$ cat config.mk
export PLATFORM = sky130hd
export DESIGN_NAME = bitty_wb_sequencer_flat
export DESIGN_NICKNAME = d
export VERILOG_FILES = /design/src/rtl/bitty_wb_sequencer_if.sv /design/src/rtl/bitty_wb_sequencer.sv /design/src/flat_wrapper.sv
export SDC_FILE = /design/constraint.sdc
export NUM_CORES = 1
export LEC_CHECK = 0
export CAP_MARGIN = 0
export CORE_MARGIN = 10
export CORE_UTILIZATION = 50
export CTS_CLUSTER_DIAMETER = 150
export DETAILED_ROUTE_END_ITERATION = 10
export PLACE_DENSITY = 0.71
export SETUP_SLACK_MARGIN = 0.3
export SYNTH_ARGS = -nofsm -noshare
export SYNTH_HDL_FRONTEND = slang
export SYNTH_SLANG_ARGS = --single-unit
export TNS_END_PERCENT = 50
$ cat constraint.sdc
create_clock -name wb_clk_i -period 4.7 [get_ports wb_clk_i]
set_input_delay 0.94 -clock wb_clk_i [delete_from_list [all_inputs] [get_ports wb_clk_i]]
set_output_delay 0.94 -clock wb_clk_i [all_outputs]
set_load 0.01 [all_outputs]
$ cat src/rtl/bitty_wb_sequencer_if.sv
// Wishbone slave bus bundle for the Bitty sequencer (32-bit data, byte address).
interface bitty_wb_sequencer_if;
  logic        wbs_cyc_i;
  logic        wbs_stb_i;
  logic        wbs_we_i;
  logic [3:0]  wbs_sel_i;
  logic [31:0] wbs_adr_i;
  logic [31:0] wbs_dat_i;
  logic        wbs_ack_o;
  logic [31:0] wbs_dat_o;

  modport master (
    output wbs_cyc_i, wbs_stb_i, wbs_we_i, wbs_sel_i, wbs_adr_i, wbs_dat_i,
    input  wbs_ack_o, wbs_dat_o
  );

  modport slave (
    input  wbs_cyc_i, wbs_stb_i, wbs_we_i, wbs_sel_i, wbs_adr_i, wbs_dat_i,
    output wbs_ack_o, wbs_dat_o
  );
endinterface

$ cat src/rtl/bitty_wb_sequencer.sv
// Bitty core sequencer: firmware queues instructions over Wishbone, an FSM issues
// them one at a time on the run/instr/done handshake, results are buffered for
// read-back and the latest one is driven on the IOs.
module bitty_wb_sequencer #(
  parameter int DATA_W  = 16,
  parameter int DEPTH   = 8,
  parameter int TIMEOUT = 255
) (
  input  logic              wb_clk_i,
  input  logic              wb_rst_n,
  bitty_wb_sequencer_if.slave wbs,
  output logic              core_run,
  output logic [DATA_W-1:0] core_instr,
  input  logic              core_done,
  input  logic [DATA_W-1:0] core_dout,
  output logic [DATA_W-1:0] io_out,
  output logic [DATA_W-1:0] io_oeb,
  output logic [2:0]        irq
);
  localparam int AW = $clog2(DEPTH);
  localparam int TW = $clog2(TIMEOUT + 1);
  localparam logic [AW:0]   FULL_CNT = (AW+1)'(DEPTH);
  localparam logic [TW-1:0] TMO_LAST = TW'(TIMEOUT - 1);

  localparam logic [1:0] S_IDLE  = 2'd0;
  localparam logic [1:0] S_ISSUE = 2'd1;
  localparam logic [1:0] S_WAIT  = 2'd2;

  localparam logic [1:0] REG_CTRL   = 2'd0;
  localparam logic [1:0] REG_STATUS = 2'd1;
  localparam logic [1:0] REG_INSTR  = 2'd2;
  localparam logic [1:0] REG_RESULT = 2'd3;

  // Register state
  logic              ack_q, ack_d;
  logic [31:0]       dat_q, dat_d;
  logic              enable_q, enable_d, irq_en_q, irq_en_d;
  logic              ovf_q, ovf_d, udf_q, udf_d, tmo_flag_q, tmo_flag_d;
  logic [1:0]        state_q, state_d;
  logic [TW-1:0]     tmo_cnt_q, tmo_cnt_d;
  logic [DATA_W-1:0] instr_q, instr_d, io_out_q, io_out_d;
  logic [AW-1:0]     ifq_wp_q, ifq_wp_d, ifq_rp_q, ifq_rp_d;
  logic [AW-1:0]     rfq_wp_q, rfq_wp_d, rfq_rp_q, rfq_rp_d;
  logic [AW:0]       ifq_cnt_q, ifq_cnt_d, rfq_cnt_q, rfq_cnt_d;
  logic [DATA_W-1:0] ifq_mem_q [DEPTH];
  logic [DATA_W-1:0] rfq_mem_q [DEPTH];

  // Decoded strobes
  logic        req, wr, rd, clear;
  logic [1:0]  reg_sel;
  logic        ifq_empty, ifq_full, rfq_empty, rfq_full, busy;
  logic        ifq_push_req, ifq_push, ifq_pop;
  logic        rfq_pop_req, rfq_pop, rfq_push;
  logic [15:0] status;
  logic [31:0] rdata;
  logic        unused_bits;

  // Byte selects and undecoded address/data bits are don't-care (full-word access).
  assign unused_bits = ^{wbs.wbs_sel_i, wbs.wbs_adr_i, wbs.wbs_dat_i};

  assign req     = wbs.wbs_cyc_i & wbs.wbs_stb_i & ~ack_q;
  assign wr      = req & wbs.wbs_we_i;
  assign rd      = req & ~wbs.wbs_we_i;
  assign reg_sel = wbs.wbs_adr_i[3:2];
  assign clear   = wr && (reg_sel == REG_CTRL) && wbs.wbs_dat_i[1];

  assign ifq_empty = (ifq_cnt_q == '0);
  assign ifq_full  = (ifq_cnt_q == FULL_CNT);
  assign rfq_empty = (rfq_cnt_q == '0);
  assign rfq_full  = (rfq_cnt_q == FULL_CNT);
  assign busy      = (state_q != S_IDLE);

  // Full/empty are judged on pre-edge state, so a same-edge FSM pop never rescues a push.
  assign ifq_push_req = wr && (reg_sel == REG_INSTR);
  assign ifq_push     = ifq_push_req & ~ifq_full;
  assign ifq_pop      = (state_q == S_ISSUE);
  assign rfq_pop_req  = rd && (reg_sel == REG_RESULT);
  assign rfq_pop      = rfq_pop_req & ~rfq_empty;
  assign rfq_push     = (state_q == S_WAIT) & core_done & ~rfq_full & ~clear;

  assign status = {8'(ifq_cnt_q), tmo_flag_q, udf_q, ovf_q, busy,
                   rfq_full, rfq_empty, ifq_full, ifq_empty};

  // Read-data mux; write-only and empty-FIFO reads return zero.
  always_comb begin
    rdata = '0;
    unique case (reg_sel)
      REG_CTRL:   rdata = {29'd0, irq_en_q, 1'b0, enable_q};
      REG_STATUS: rdata = {16'd0, status};
      REG_RESULT: rdata = rfq_empty ? '0 : 32'(rfq_mem_q[rfq_rp_q]);
      default:    rdata = '0;
    endcase
  end

  // Next-state logic for bus response, control, FIFO pointers and the issue FSM.
  // NOTE: every target gets a default at the top so no path leaves it unassigned,
  // which would otherwise infer a latch.
  always_comb begin
    ack_d      = req;
    dat_d      = rd ? rdata : '0;
    enable_d   = enable_q;
    irq_en_d   = irq_en_q;
    ovf_d      = ovf_q | (ifq_push_req & ifq_full);
    udf_d      = udf_q | (rfq_pop_req & rfq_empty);
    tmo_flag_d = tmo_flag_q;
    state_d    = state_q;
    tmo_cnt_d  = tmo_cnt_q;
    instr_d    = instr_q;
    io_out_d   = io_out_q;
    ifq_wp_d   = ifq_push ? ifq_wp_q + 1'b1 : ifq_wp_q;
    ifq_rp_d   = ifq_pop  ? ifq_rp_q + 1'b1 : ifq_rp_q;
    rfq_wp_d   = rfq_push ? rfq_wp_q + 1'b1 : rfq_wp_q;
    rfq_rp_d   = rfq_pop  ? rfq_rp_q + 1'b1 : rfq_rp_q;
    ifq_cnt_d  = ifq_cnt_q;
    rfq_cnt_d  = rfq_cnt_q;

    unique case ({ifq_push, ifq_pop})
      2'b10:   ifq_cnt_d = ifq_cnt_q + 1'b1;
      2'b01:   ifq_cnt_d = ifq_cnt_q - 1'b1;
      default: ifq_cnt_d = ifq_cnt_q;
    endcase
    unique case ({rfq_push, rfq_pop})
      2'b10:   rfq_cnt_d = rfq_cnt_q + 1'b1;
      2'b01:   rfq_cnt_d = rfq_cnt_q - 1'b1;
      default: rfq_cnt_d = rfq_cnt_q;
    endcase

    if (wr && (reg_sel == REG_CTRL)) begin
      enable_d = wbs.wbs_dat_i[0];
      irq_en_d = wbs.wbs_dat_i[2];
    end

    unique case (state_q)
      S_IDLE: begin
        if (enable_q && !ifq_empty && !rfq_full) begin
          state_d = S_ISSUE;
          instr_d = ifq_mem_q[ifq_rp_q];
        end
      end
      S_ISSUE: begin
        state_d   = S_WAIT;
        tmo_cnt_d = '0;
      end
      S_WAIT: begin
        if (core_done) begin
          io_out_d = core_dout;
          state_d  = S_IDLE;
        end else if (tmo_cnt_q == TMO_LAST) begin
          tmo_flag_d = 1'b1;
          state_d    = S_IDLE;
        end else begin
          tmo_cnt_d = tmo_cnt_q + 1'b1;
        end
      end
      default: state_d = S_IDLE;
    endcase

    // Clear overrides everything above, including a result arriving on this edge.
    if (clear) begin
      ovf_d      = 1'b0;
      udf_d      = 1'b0;
      tmo_flag_d = 1'b0;
      state_d    = S_IDLE;
      io_out_d   = io_out_q;
      ifq_wp_d   = '0;
      ifq_rp_d   = '0;
      rfq_wp_d   = '0;
      rfq_rp_d   = '0;
      ifq_cnt_d  = '0;
      rfq_cnt_d  = '0;
    end
  end

  // State registers.
  // NOTE: sequential state uses non-blocking assignments so every flop samples
  // pre-edge values regardless of statement order.
  always_ff @(posedge wb_clk_i or negedge wb_rst_n) begin
    if (!wb_rst_n) begin
      ack_q      <= 1'b0;
      dat_q      <= '0;
      enable_q   <= 1'b0;
      irq_en_q   <= 1'b0;
      ovf_q      <= 1'b0;
      udf_q      <= 1'b0;
      tmo_flag_q <= 1'b0;
      state_q    <= S_IDLE;
      tmo_cnt_q  <= '0;
      instr_q    <= '0;
      io_out_q   <= '0;
      ifq_wp_q   <= '0;
      ifq_rp_q   <= '0;
      rfq_wp_q   <= '0;
      rfq_rp_q   <= '0;
      ifq_cnt_q  <= '0;
      rfq_cnt_q  <= '0;
    end else begin
      ack_q      <= ack_d;
      dat_q      <= dat_d;
      enable_q   <= enable_d;
      irq_en_q   <= irq_en_d;
      ovf_q      <= ovf_d;
      udf_q      <= udf_d;
      tmo_flag_q <= tmo_flag_d;
      state_q    <= state_d;
      tmo_cnt_q  <= tmo_cnt_d;
      instr_q    <= instr_d;
      io_out_q   <= io_out_d;
      ifq_wp_q   <= ifq_wp_d;
      ifq_rp_q   <= ifq_rp_d;
      rfq_wp_q   <= rfq_wp_d;
      rfq_rp_q   <= rfq_rp_d;
      ifq_cnt_q  <= ifq_cnt_d;
      rfq_cnt_q  <= rfq_cnt_d;
    end
  end

  // FIFO storage writes.
  // NOTE: storage arrays are not reset; the counters and pointers define validity,
  // so stale entries are never observable.
  always_ff @(posedge wb_clk_i) begin
    if (ifq_push) ifq_mem_q[ifq_wp_q] <= wbs.wbs_dat_i[DATA_W-1:0];
    if (rfq_push) rfq_mem_q[rfq_wp_q] <= core_dout;
  end

  assign wbs.wbs_ack_o = ack_q;
  assign wbs.wbs_dat_o = dat_q;
  assign core_run      = (state_q == S_ISSUE);
  assign core_instr    = instr_q;
  assign io_out        = io_out_q;
  assign io_oeb        = {DATA_W{~enable_q}};
  assign irq           = {1'b0, irq_en_q & (ovf_q | udf_q | tmo_flag_q), irq_en_q & ~rfq_empty};
endmodule

$ cat src/flat_wrapper.sv
// flat-port wrapper written by rule: the top's interface ports become plain ports
module bitty_wb_sequencer_flat 
#(
  parameter int DATA_W  = 16,
  parameter int DEPTH   = 8,
  parameter int TIMEOUT = 255
)
  (wb_clk_i, wb_rst_n, core_run, core_instr, core_done, core_dout, io_out, io_oeb, irq, wbs_wbs_cyc_i, wbs_wbs_stb_i, wbs_wbs_we_i, wbs_wbs_sel_i, wbs_wbs_adr_i, wbs_wbs_dat_i, wbs_wbs_ack_o, wbs_wbs_dat_o);
  bitty_wb_sequencer_if wbs_i ();
  input  logic wb_clk_i;
  input  logic wb_rst_n;
  output logic core_run;
  output logic [DATA_W-1:0] core_instr;
  input  logic core_done;
  input  logic [DATA_W-1:0] core_dout;
  output logic [DATA_W-1:0] io_out;
  output logic [DATA_W-1:0] io_oeb;
  output logic [2:0] irq;
  input wire logic [$bits(wbs_i.wbs_cyc_i)-1:0] wbs_wbs_cyc_i;
  input wire logic [$bits(wbs_i.wbs_stb_i)-1:0] wbs_wbs_stb_i;
  input wire logic [$bits(wbs_i.wbs_we_i)-1:0] wbs_wbs_we_i;
  input wire logic [$bits(wbs_i.wbs_sel_i)-1:0] wbs_wbs_sel_i;
  input wire logic [$bits(wbs_i.wbs_adr_i)-1:0] wbs_wbs_adr_i;
  input wire logic [$bits(wbs_i.wbs_dat_i)-1:0] wbs_wbs_dat_i;
  output wire logic [$bits(wbs_i.wbs_ack_o)-1:0] wbs_wbs_ack_o;
  output wire logic [$bits(wbs_i.wbs_dat_o)-1:0] wbs_wbs_dat_o;
  assign wbs_i.wbs_cyc_i = wbs_wbs_cyc_i;
  assign wbs_i.wbs_stb_i = wbs_wbs_stb_i;
  assign wbs_i.wbs_we_i = wbs_wbs_we_i;
  assign wbs_i.wbs_sel_i = wbs_wbs_sel_i;
  assign wbs_i.wbs_adr_i = wbs_wbs_adr_i;
  assign wbs_i.wbs_dat_i = wbs_wbs_dat_i;
  assign wbs_wbs_ack_o = wbs_i.wbs_ack_o;
  assign wbs_wbs_dat_o = wbs_i.wbs_dat_o;
  bitty_wb_sequencer #(.DATA_W(DATA_W), .DEPTH(DEPTH), .TIMEOUT(TIMEOUT)) u_core (.wb_clk_i(wb_clk_i), .wb_rst_n(wb_rst_n), .wbs(wbs_i), .core_run(core_run), .core_instr(core_instr), .core_done(core_done), .core_dout(core_dout), .io_out(io_out), .io_oeb(io_oeb), .irq(irq));
endmodule
# --- After elaboration in Yosys (flattened, before gate mapping) ---
# Memories as Yosys holds them, arrays and structs flattened. A register that Yosys moved wholly into a read port is not among the register bits.
# Index checks and enable logic that the tools add are counted.
# W data, S select, Z words.
word_totals:
  reg_bits: 84
  ram_bits: 256
  in_bits: 90
  output_inout_bits: 85
  word_cells: 129
  memories: 2
memory_table:
  columns: ["name", "words", "word_bits", "read_ports", "rd_clocked_by_memory_dff", "wr", "line_no", "rtl"]
  rows:
  - ["u_core.ifq_mem_q", 8, 16, 1, 1, 1, "bitty_wb_sequencer.sv:45", "logic [DATA_W-1:0] ifq_mem_q [DEPTH];"]
  - ["u_core.rfq_mem_q", 8, 16, 1, 0, 1, "bitty_wb_sequencer.sv:46", "logic [DATA_W-1:0] rfq_mem_q [DEPTH];"]
op_classes:
  n_addsub: 9
  eq_ne: 17
  muxes: 33
  n_bitwise: 24
  reduce_logical: 28
ops:
  columns: ["op", "n"]
  rows:
  - ["$pmux W32 S3", 1]
  - ["$mux W32", 1]
  - ["$mux W3", 8]
  - ["$mux W16", 1]
  - ["$mux W8", 2]
  - ["$pmux W4 S2", 2]
  - ["$pmux W8 S2", 1]
  - ["$reduce_bool A2 Y1", 8]
  - ["$and A1 B1 Y1", 13]
  - ["$add A3 B1 Y3 const B", 4]
  - ["$eq A2 B2 Y1 const B", 5]
  - ["$mux W1", 10]
  - ["$reduce_and A3 Y1", 3]
  - ["$add A4 B1 Y4 const B", 2]
  - ["$add A8 B1 Y8 const B", 1]
  - ["$eq A2 B1 Y1 const B", 4]
  - ["$eq A4 B4 Y1 const B", 2]
  - ["$eq A8 B8 Y1 const B", 1]
  - ["$logic_not A4 Y1", 2]
  - ["$mux W2", 4]
  - ["$mux W4", 2]
  - ["$sub A4 B1 Y4 const B", 2]
  - ["$not A1 Y1", 7]
  - ["$logic_and A1 B1 Y1", 6]
  - ["other kinds (10)", 19]

# --- Depth between registers and ports, before layout ---
depth:
  word_depth: 10
  ltp_mapped: 12
  depth_no_buf: 11

# --- Worst setup path before layout ---
# Ideal clock, no wire load.
synth_path:
  path_kind: "in2reg"
  startpoint: "input port wbs_wbs_adr_i[2]"
  endpoint: "memory u_core.ifq_mem_q[0][0], enable pin"
  setup_time_ns: 0.430
  arrival_time_ns: 3.102
  path_slack_ns: 1.168
  path_stages: 4
  path_cell_list: "buf_2 -> and3b_1 -> nand3_2 -> nor4_1"
synth_via:
  elab_chain_cells: 5
synth_lines:
  columns: ["element", "line_no", "rtl"]
  rows:
  - ["from (decl)", "flat_wrapper.sv:23", "input wire logic [$bits(wbs_i.wbs_adr_i)-1:0] wbs_wbs_adr_i;"]
  - ["$eq A2 B2 Y1", "bitty_wb_sequencer.sv:74", "assign ifq_push_req = wr && (reg_sel == REG_INSTR);"]
  - ["$logic_and A1 B1 Y1", "bitty_wb_sequencer.sv:74", null]
  - ["$and A1 B1 Y1", "bitty_wb_sequencer.sv:75", "assign ifq_push = ifq_push_req & ~ifq_full;"]
  - ["$mux W1", "bitty_wb_sequencer.sv:221", "if (ifq_push) ifq_mem_q[ifq_wp_q] <= wbs.wbs_dat_i[DATA_W-1:0];"]
  - ["$mux W1 (implied by the code)", "bitty_wb_sequencer.sv:221", null]
  - ["to (decl)", "bitty_wb_sequencer.sv:45", null]
# Every way passes these cells.

# --- Worst setup path after layout ---
layout_path:
  startpoint: "input port wbs_wbs_stb_i"
  endpoint: "register u_core.rfq_cnt_q[3]"
layout_via:
  elab_chain_cells: 10
layout_lines:
  columns: ["element", "line_no", "rtl"]
  rows:
  - ["from (decl)", "flat_wrapper.sv:20", "input wire logic [$bits(wbs_i.wbs_stb_i)-1:0] wbs_wbs_stb_i;"]
  - ["$and A1 B1 Y1 (*) (2 in series)", "bitty_wb_sequencer.sv:61", "assign req = wbs.wbs_cyc_i & wbs.wbs_stb_i & ~ack_q;"]
  - ["$and A1 B1 Y1", "bitty_wb_sequencer.sv:62", "assign wr = req & wbs.wbs_we_i;"]
  - ["$logic_and A1 B1 Y1 (2 in series)", "bitty_wb_sequencer.sv:65", "assign clear = wr && (reg_sel == REG_CTRL) && wbs.wbs_dat_i[1];"]
  - ["$not A1 Y1 (no source line)", null, null]
  - ["$and A1 B1 Y1", "bitty_wb_sequencer.sv:79", "assign rfq_push = (state_q == S_WAIT) & core_done & ~rfq_full & ~clear;"]
  - ["$eq A2 B1 Y1 / $eq A2 B2 Y1 (equally long branches)", "bitty_wb_sequencer.sv:122", "unique case ({rfq_push, rfq_pop})"]
  - ["$pmux W4 S2", "bitty_wb_sequencer.sv:122", null]
  - ["$mux W4", "bitty_wb_sequencer.sv:159", "if (clear) begin"]
  - ["to (signal assigned)", "bitty_wb_sequencer.sv:213", "rfq_cnt_q <= rfq_cnt_d;"]
  - ["to (decl)", "bitty_wb_sequencer.sv:44", "logic [AW:0] ifq_cnt_q, ifq_cnt_d, rfq_cnt_q, rfq_cnt_d;"]
# Every way passes the cells marked *; elsewhere a longest branch is shown, timed or not.
# A chain may end at the register's enable or synchronous reset.

==> impl_metrics.py <==
metrics = {
    "global_route": {
        "global_route_wire_length_before_repair_um": 42700,
        "grt.total_usage_pct": 16.1,
        "grt_max_degree": 62,
        "grt_antenna_before_repair": 0,
        "via_count_of_the_first_global_routing_pass": 7262,
        "grt.overflow.total": 0,
    },
    "final_layout": {
        "final_net_count": 986,
        "final_core_utilization_pct": 60.6,
        "final_layout_size_suffix_gt1_share_pct": 23.5,
        "stdcell_count": 1253,
        "layout-area-overhead-vs-synth_pct": 18.7,
        "insertedDiodeCount": 0,
        "fin_area_sq_mm": 0.0164,
    },
    "cts": {
        "cts.repair_timing.setup_buffer_count": 0,
        "clock-sinks": 340,
        "cts_resized": 0,
        "cts_hold_buffers": 0,
        "cts-root-to-sink-buffers": 3,
        "clkLatencyLatePin_ns": 0.52,
        "h-tree-depth": 2,
        "clock_tree_from_tritoncts": "done",
        "number_of_buffers_created_by_cts": 35,
        "clock_edge_transition_at_the_registers_on_the_reported_setup_and_hold_paths_ns": 0.06,
        "clock-root-buffer": "clkbuf_16",
    },
    "route": {
        "totalWireLength_um": 27500,
        "via_per_instance_ratio": 5.63,
        "routedWlPerCell_um": 21.9,
        "via_count": 7054,
        "drc": 0,
        "detailedRoute.firstIterationViolations": 463,
        "drt_pre_antenna_iters": 4,
        "antenna_left": 0,
    },
    "sta": {
        "post-route-min-period_ns": 3.26,
        "timing.final.hold_violations": 0,
        "timing.max_slew.rel_slack_pct": 23.7,
        "finalSetupViolations": 0,
        "final.period_utilization_pct": 69.3,
        "finalSetupTns_ns": 0,
        "grt_setup_unrepaired": "false",
        "fmaxAchievable_mhz": 307,
        "tightest_slew_ns": 1.14,
        "slew_viol_final": 0,
        "fin_skew_ns": 0.0162,
    },
    "setup_path": {
        "setup.worst_path.start_class": "input port",
        "crit_path_max_incr_delay_ns": 0.58,
        "crit_required_ns": 5.12,
        "crit_slowest_cell": "or4_1",
        "worstReg2RegStart": "u_core.wbs.wbs_ack_o",
        "rrSetupSlack_ns": 1.88,
        "worstRegToRegCells": 9,
        "crit-reg2reg-capture": "u_core.rfq_cnt_q[3]",
        "timing.setup.critical_path_class": "input port to register",
        "critical_path.max_fanout": 7,
        "path_cells": "clkdlybuf4s50_1 > nand3b_1 > or4_1 > inv_2 > ha_1 > ha_1 > a31oi_1 > nor2b_1 > or4_1 > a21oi_1",
        "cp_data_arrival_time_ns": 3.68,
        "critical_path.endpoint_type": "register",
    },
    "die": {
        "fp-row-count": 60,
        "fp.dieH_um": 186,
        "start_util_pct": 51.1,
        "die_area_sq_mm": 0.0347,
        "num_io_pins": 175,
        "floorplan.die.width_um": 186,
        "core_area_sq_mm": 0.0270,
    },
    "power": {
        "cellPowerDensity_mw_per_mm2": 547,
        "totalPowerFinal_mw": 8.96,
        "peakVddDrop_mv": 0.379,
        "power.leakage_nw": 5.71,
    },
    "synth": {
        "synth_compound_gate_area_share_pct": 3.29,
        "combinational_family_with_the_most_area_after_synthesis": "multiplexers",
        "synthTopCellsByArea": "edfxtp_1, dfrtp_1, mux4_2, mux2i_1, buf_4",
        "synth_simple_gate_area_share_pct": 5.86,
        "synth_enable_flop_cells": 256,
        "parity_gate_share_of_the_synthesized_area_counting_xor_and_xnor_cells_pct": 0.761,
        "ys_dominant_reg_cell": "edfxtp_1",
        "syn-instance-count": 766,
        "synth_warnings": 0,
        "synth.ff_latch_count": 340,
        "netlist_area_sq_mm": 0.0138,
        "yosys_cell_types": 61,
        "synth_sequential_area_ratio_pct": 70.9,
        "synth_top_area_share_pct": 55.7,
        "synth_area_per_cell_sq_um": 18.0,
        "synth_mux_area_share_pct": 14.9,
        "postSynth.asyncResetShare_pct": 24.7,
        "synthAdderAreaFrac_pct": 0.997,
        "post-synth-top-area-cell": "edfxtp_1",
    },
    "hold_path": {
        "min-delay-path-class": "register to register",
        "holdPathStages": 1,
        "hp-start": "u_core.tmo_cnt_q[6]",
        "hold_end": "u_core.tmo_cnt_q[6]",
    },
    "place": {
        "post-dp-hpwl_um": 17500,
        "post_dp_cell_area_sq_mm": 0.0152,
        "gp_congestion": 0.760,
        "placed_cells_incl_taps": 1189,
        "io_buffer_count": 107,
    },
    "outcome": {
        "status": "complete, no violations",
    },
    "job": {
        "drv_cap": 0,
    },
}
==> sequential cells by signal, summed over array words and instances, names as in the netlist <==
register	cells
u_core.ifq_wp_q	3
u_core.state_q	2
u_core.core_instr	16
u_core.ifq_mem_q	128
u_core.rfq_mem_q	128
u_core.rfq_wp_q	3
u_core.rfq_rp_q	3
u_core.ovf_q	1
u_core.udf_q	1
u_core.ifq_rp_q	3
u_core.enable_q	1
u_core.wbs.wbs_ack_o	1
u_core.ifq_cnt_q	4
u_core.irq_en_q	1
u_core.tmo_flag_q	1
u_core.wbs.wbs_dat_o	16
u_core.rfq_cnt_q	4
u_core.io_out	16
u_core.tmo_cnt_q	8
==> cells in the final DEF (no fill, tap or decap), types with 3 or more instances in the layout <==
cell	netlist	routed
clkbuf_8	0	5
o22ai_1	4	4
bufinv_16	0	4
buf_4	32	27
a21oi_2	16	16
nor2b_1	3	3
clkbuf_1	15	9
clkdlybuf4s50_1	0	106
clkbuf_16	0	36
dfrtp_2	0	3
xnor2_1	6	6
nand2_1	26	26
a21oi_1	12	12
nor2_2	4	4
xor2_1	6	6
conb_1	1	17
and3_1	4	4
inv_1	5	5
o21ai_0	8	8
dfrtp_1	84	81
a31oi_1	3	3
ha_1	11	11
nor2_1	35	35
nor3b_1	3	3
edfxtp_1	256	256
nand3b_1	5	5
nand3_1	10	10
nor3_1	9	3
clkinv_2	0	5
nor3_2	0	6
nor4b_1	3	3
a211oi_1	3	3
nand2b_1	7	7
mux2_2	19	19
mux2i_1	42	42
mux4_2	63	63
nor2_4	10	10
==> power breakdown <==
| group | internal [mW] | switching (mW) | leakage, nW | total [mW] |
|---|---|---|---|---|
| Clock | 1.72 | 1.09 | 0.585 | 2.81 |
| Sequential | 3.54 | 0.451 | 3.35 | 3.99 |
| Combinational | 1.22 | 0.942 | 1.77 | 2.17 |
| Total | 6.48 | 2.49 | 5.71 | 8.96 |
==> through the flow <==
stage	hold slack, ns	worst slack (ns)
floorplan	0.444	1.17
global placement	0.473	0.946
detailed placement	0.472	0.953
CTS	0.489	1.45
global route	0.518	1.28
finish	0.499	1.44
==> synth_stat cells, types with 3 or more instances <==
| cell type | count |
|---|---|
| edfxtp_1 | 256 |
| dfrtp_1 | 84 |
| mux4_2 | 63 |
| mux2i_1 | 42 |
| nor2_1 | 35 |
| buf_4 | 32 |
| nand2_1 | 26 |
| mux2_2 | 19 |
| a21oi_2 | 16 |
| buf_2 | 15 |
| clkbuf_1 | 15 |
| a21oi_1 | 12 |
| ha_1 | 11 |
| nand3_1 | 10 |
| nor2_4 | 10 |
| nor3_1 | 9 |
| o21ai_0 | 8 |
| nand2b_1 | 7 |
| xnor2_1 | 6 |
| xor2_1 | 6 |
| inv_1 | 5 |
| nand3b_1 | 5 |
| and3_1 | 4 |
| buf_6 | 4 |
| nor2_2 | 4 |
| o22ai_1 | 4 |
| a211oi_1 | 3 |
| a31oi_1 | 3 |
| nor2b_1 | 3 |
| nor3b_1 | 3 |
| nor4_1 | 3 |
| nor4b_1 | 3 |
==> cell families after synthesis <==
group / count (synthesis)
flops: 340
simple gates: 141
mux: 124
buf+inv: 75
compound gates: 62
xor+xnor: 12
fa+ha+maj: 11
other cells: 1
==> worst max-delay path by stage <==
stage	from	slack [ns]	end	cells after the start
after CTS	u_core.state_q[1]	1.45	core_run	3
final	wbs_wbs_stb_i	1.44	u_core.rfq_cnt_q[3]	10
after detailed placement	wbs_wbs_stb_i	0.95	u_core.rfq_cnt_q[3]	10
after global placement	wbs_wbs_stb_i	0.95	u_core.rfq_cnt_q[3]	10
after global routing	wbs_wbs_stb_i	1.28	u_core.rfq_cnt_q[3]	10
after floorplan	wbs_wbs_adr_i[2]	1.17	u_core.ifq_mem_q[0][0]	4
==> routing by layer <==
layer / part of all wire [%] / track usage [%] / up-vias / routed length [um]
li1: - / - / 3170 / -
met1: 42 / 20.4 / 3690 / 11400
met2: 52 / 27.8 / 153 / 14200
met3: 5.2 / 3.36 / 41 / 1420
met5: 0 / 0 / - / 0
met4: 1.7 / 3.68 / 0 / 473
==> cell type report <==
type                       instances  area [sq um]
clock buffer                      50          1000
inverter                           7          26.3
clock inverter                    14           186
multi-input combinational        367          3660
sequential                       340          9790
timing repair buffer             134          1280
tap                              341           427
fill                            1927         10600
==> worst max-delay path, delay by kind of cell <==
family / cells / cell delay [ns]
buffers and inverters: 2 / 0.56
and+or+nand+nor: 4 / 1.28
adders and majority gates: 2 / 0.55
AOI/OAI and AO/OA: 2 / 0.33
(Power assumes the default switching activity.)
